## config.mk

```make
export PLATFORM = sky130hd
export DESIGN_NAME = pixel_distance_accum
export DESIGN_NICKNAME = d
export VERILOG_FILES = /design/src/rtl/pixel_distance_accum.sv
export SDC_FILE = /design/constraint.sdc
export NUM_CORES = 2
export LEC_CHECK = 0
export CORE_MARGIN = 2
export CORE_UTILIZATION = 61
export CTS_BUF_LIST = sky130_fd_sc_hd__clkbuf_2
export DETAILED_ROUTE_END_ITERATION = 7
export PLACE_DENSITY = 0.92
export SETUP_SLACK_MARGIN = 0.2
export SLEW_MARGIN = 0
export SYNTH_ARGS = -nofsm -noshare
export SYNTH_HDL_FRONTEND = slang
export SYNTH_SLANG_ARGS = --single-unit
```

## constraint.sdc

```tcl
create_clock -name clk -period 10.51 [get_ports clk]
set_input_delay 1.051 -clock clk [delete_from_list [all_inputs] [get_ports clk]]
set_output_delay 1.051 -clock clk [all_outputs]
set_load 0.02 [all_outputs]
```

## src/rtl/pixel_distance_accum.sv

```systemverilog
// Streaming per-frame distance engine: per-lane |a-b| terms, registered lane sum, frame accumulator.
// Optional macro DIST_MANHATTAN_EN selects L1 terms instead of the default squared L2 terms.
module pixel_distance_accum #(
  parameter int unsigned NPIX  = 784,
  parameter int unsigned LANES = 16
) (
  input  logic                 clk,
  input  logic                 reset,
  input  logic                 in_valid,
  input  logic [LANES*8-1:0]   in_image,
  input  logic [LANES*8-1:0]   in_test,
  output logic                 out_valid,
  output logic [31:0]          distance
);

  localparam int unsigned BEATS = NPIX / LANES;
  localparam int unsigned CNT_W = (BEATS > 1) ? $clog2(BEATS) : 1;
  localparam int unsigned SUM_W = 16 + $clog2(LANES);
  localparam logic [CNT_W-1:0] LastCnt = CNT_W'(BEATS - 1);

  // Beat counter
  logic [CNT_W-1:0] r_beat_cnt;
  logic             w_first;
  logic             w_last;

  assign w_first = (r_beat_cnt == '0);
  assign w_last  = (r_beat_cnt == LastCnt);

  always_ff @(posedge clk) begin
    if (reset) begin
      r_beat_cnt <= '0;
    end else if (in_valid) begin
      r_beat_cnt <= w_last ? '0 : r_beat_cnt + CNT_W'(1);
    end
  end

  // Per-lane terms; the 9-bit difference keeps the sign so |a-b| never wraps
  logic [8:0]  w_diff [LANES];
  logic [7:0]  w_absd [LANES];
  logic [15:0] w_term [LANES];

  always_comb begin
    for (int unsigned i = 0; i < LANES; i++) begin
      w_diff[i] = {1'b0, in_image[8*i +: 8]} - {1'b0, in_test[8*i +: 8]};
      w_absd[i] = w_diff[i][8] ? 8'(~w_diff[i] + 9'd1) : w_diff[i][7:0];
`ifdef DIST_MANHATTAN_EN
      w_term[i] = {8'd0, w_absd[i]};
`else
      w_term[i] = 16'(w_absd[i]) * 16'(w_absd[i]);
`endif
    end
  end

  // Stage 1: lane terms
  logic [15:0] r_s1_terms [LANES];
  logic        r_s1_valid;
  logic        r_s1_last;
  logic        r_s1_first;

  always_ff @(posedge clk) begin
    if (reset) begin
      r_s1_valid <= 1'b0;
      r_s1_last  <= 1'b0;
      r_s1_first <= 1'b0;
      for (int unsigned i = 0; i < LANES; i++) begin
        r_s1_terms[i] <= '0;
      end
    end else begin
      r_s1_valid <= in_valid;
      if (in_valid) begin
        r_s1_last  <= w_last;
        r_s1_first <= w_first;
        for (int unsigned i = 0; i < LANES; i++) begin
          r_s1_terms[i] <= w_term[i];
        end
      end
    end
  end

  // Stage 2: lane sum
  logic [SUM_W-1:0] w_lane_sum;
  logic [SUM_W-1:0] r_s2_sum;
  logic             r_s2_valid;
  logic             r_s2_last;
  logic             r_s2_first;

  always_comb begin
    w_lane_sum = '0;
    for (int unsigned i = 0; i < LANES; i++) begin
      w_lane_sum = w_lane_sum + SUM_W'(r_s1_terms[i]);
    end
  end

  always_ff @(posedge clk) begin
    if (reset) begin
      r_s2_sum   <= '0;
      r_s2_valid <= 1'b0;
      r_s2_last  <= 1'b0;
      r_s2_first <= 1'b0;
    end else begin
      r_s2_valid <= r_s1_valid;
      if (r_s1_valid) begin
        r_s2_sum   <= w_lane_sum;
        r_s2_last  <= r_s1_last;
        r_s2_first <= r_s1_first;
      end
    end
  end

  // Stage 3: frame accumulator; the first beat loads so a new frame can follow with no gap
  logic [31:0] r_acc;
  logic        r_s3_last;

  always_ff @(posedge clk) begin
    if (reset) begin
      r_acc     <= '0;
      r_s3_last <= 1'b0;
    end else begin
      r_s3_last <= r_s2_valid & r_s2_last;
      if (r_s2_valid) begin
        r_acc <= r_s2_first ? 32'(r_s2_sum) : r_acc + 32'(r_s2_sum);
      end
    end
  end

  // Output capture reads the old accumulator even if the next frame reloads it this edge
  always_ff @(posedge clk) begin
    if (reset) begin
      out_valid <= 1'b0;
      distance  <= '0;
    end else begin
      out_valid <= r_s3_last;
      if (r_s3_last) begin
        distance <= r_acc;
      end
    end
  end

endmodule

```

==> impl_metrics.py <==
metrics = {
    "outcome": {
        "status": "completed",
    },
    "yosys": {
        "synthDistinctLibCells": 78,
        "synth_edf_count": 240,
        "syn_area_per_cell_um2": 9.06,
        "synth_area_um2": 51100,
        "yosysSeqAreaShare": 0.180,
        "syn-instance-count": 5635,
        "synth_seq_cells": 338,
        "yosysWarnings": 0,
        "yosys_most_used_dff": "edfxtp_1",
        "async_reset_ff_frac": 0,
    },
    "critical_path": {
        "r2r-start": "r_s1_terms[0][146]",
        "startpoint": "in_test[80]",
        "cp-end-kind": "register",
        "cp_slowest_stage_delay_ns": 0.93,
        "cp_slowest_cell": "xnor2_1",
        "startpoint_type": "primary input",
        "cp_common_cell": "fa_1",
        "worst-setup-path-type": "in -> reg",
        "worstPathRequired_ns": 11.31,
        "crit_path_max_fanout": 11,
        "cp.arrival_ns": 8.18,
    },
    "cts": {
        "hold_buffers": 0,
        "ctsRootBufferMaster": "clkbuf_2",
        "clockBufferDepth": 3,
        "cts_resized": 0,
        "cts_htree_levels": 3,
        "post_cts_buffers": 0,
        "clk_transition_reported_paths_ns": 0.12,
        "cts.sinks": 338,
        "worstSkewPairLatency_ns": 1.06,
        "numCtsBuffers": 87,
        "cts_tree": "built",
    },
    "finish": {
        "syn2layout_area_growth_pct": 9.48,
        "layout_common_cells": "1139 x inv_1, 772 x nor2_1, 656 x ha_1, 629 x fa_1, 290 x clkdlybuf4s50_1",
        "final_nets": 7495,
        "layout.cells.most_common": "inv_1",
        "drive_gt1_frac": 0.0423,
    },
    "die": {
        "initial_core_util": 0.613,
        "die_h_um": 293,
        "dieWidth_um": 293,
        "core-area_um2": 83300,
        "die_area_um2": 86100,
        "io_pins": 292,
        "fp-row-count": 106,
    },
    "timing": {
        "finalSetupViolCount": 0,
        "rsz0062_at_grt": "false",
        "final_hold_viol_count": 0,
        "setup_tns_ns": 0,
        "timing.fmax_mhz": 136,
        "worst_slew_pin_slew_ns": 1.26,
        "fin_crit_sh": 0.702,
        "fin_crit_ns": 7.37,
        "drv_slew": 0,
        "maxSlewHeadroom": 0.158,
        "finClkSkew_ns": 0.0780,
    },
    "placed_design": {
        "place.gp.congestion": 0.937,
        "dp_hpwl_mm": 98.4,
        "port_buffers": 291,
    },
    "detailed_routing": {
        "avgRoutedWirePerCell_um": 16.8,
        "routed_wl_mm": 119,
        "drc_errors": 0,
        "drtIter0Drc": 2980,
        "dr_total_vias": 40200,
        "firstDrtPassIters": 8,
        "ant_nets": 0,
        "vias_per_cell": 5.67,
    },
    "global_route": {
        "grt_overflow": 0,
        "grt_usage": 0.282,
        "grt_max_degree": 93,
        "antenna_found_initial": 3,
        "grt_pass1_wl_mm": 198,
        "grt_pass1_vias": 42000,
    },
    "min_path": {
        "min_from": "reset",
        "worstHoldPathType": "in -> reg",
    },
    "job": {
        "cap_violations": 0,
    },
}
-- state kept, by name, summed over array words and instances (netlist names) --
name        count
r_s1_valid      1
r_s1_last       1
r_beat_cnt      6
r_s2_first      1
r_s1_first      1
r_s3_last       1
r_s2_last       1
r_s2_sum       20
r_acc          32
distance       32
r_s2_valid      1
out_valid       1
r_s1_terms    240
-- final timing paths --
path | cells past startpoint | end | slack, ns
setup / recovery | 25 | r_s1_terms[0][175] | 3.14
hold / removal | 2 | r_acc[18] | 0.31
setup reg to reg | 21 | r_s2_sum[18] | 4.10
hold reg to reg | 2 | r_s3_last | 0.45
-- metrics by stage --
step	setup slack [ns]	hold WS (ns)	utilization	std cells	cell area (µm²)
after global placement	2.37	0.418	0.662	6942	55100
final	3.14	0.313	0.671	7092	55900
after global routing	2.74	0.243	0.671	7092	55900
after floorplan	3.22	0.418	-	5647	51100
after CTS	3.35	0.231	0.671	7091	55900
after detailed placement	2.19	0.431	0.662	6942	55100
-- layer usage --
metal	global-route usage	wire length, µm	share of wire	vias to the layer above
li1	-	-	-	18800
met1	0.339	45200	0.38	19500
met2	0.500	60000	0.50	1531
met3	0.0405	7960	0.067	393
met4	0.134	6150	0.051	2
met5	0	16	0.00013	-
-- final cells by class --
| class | count | area (µm²) |
|---|---|---|
| multi-input cells | 4084 | 37400 |
| clock buffers | 118 | 591 |
| fillers | 5925 | 27400 |
| repair buffers | 299 | 2970 |
| diodes | 1 | 2.50 |
| inverters | 1141 | 4280 |
| clock inverters | 31 | 186 |
| well taps | 1080 | 1350 |
| flip-flops and latches | 338 | 9170 |
-- synthesized netlist by cell type (38+ instances only) --
cell | n | area [µm²]
nor2b_1 | 54 | 338
xor2_1 | 189 | 1660
a31oi_1 | 44 | 275
nor2_1 | 772 | 2900
a21oi_1 | 250 | 1250
nand3_1 | 38 | 190
o21a_1 | 42 | 315
a21o_1 | 99 | 743
nand2b_1 | 70 | 438
xnor2_1 | 252 | 2210
mux2i_1 | 64 | 641
edfxtp_1 | 240 | 7210
nor3_1 | 97 | 485
inv_1 | 1139 | 4280
dfxtp_1 | 98 | 1960
and2_1 | 45 | 282
o21ai_0 | 154 | 771
or2_2 | 93 | 582
nand2_1 | 160 | 601
clkbuf_1 | 67 | 251
ha_1 | 656 | 8210
fa_1 | 629 | 12600
-- critical path, delay by kind of cell --
kind                       cells  cell delay, ns
AOI/OAI and AO/OA             10            1.86
buffers and inverters          2            0.53
xor gates and xnor gates       3            1.26
and+or+nand+nor                4            0.92
adders and majority gates      6            2.55
-- logic make-up (layout without fill, tap and decap cells) --
logic type	count (synthesis)	after routing	share of synthesized area
multiplexers	65	65	0.0128
AO/OA/AOI/OAI	821	821	0.103
adder cells (fa/ha/maj)	1285	1285	0.407
buffers and inverters	1225	1589	0.0901
other	2	15	0.000147
flip-flops	338	338	0.180
AND/OR/NAND/NOR	1458	1458	0.132
XOR/XNOR	441	441	0.0756
Power is left out: the tool's default activity adds up to more than one toggle a clock period on the data nets, which glitch-free logic cannot reach.
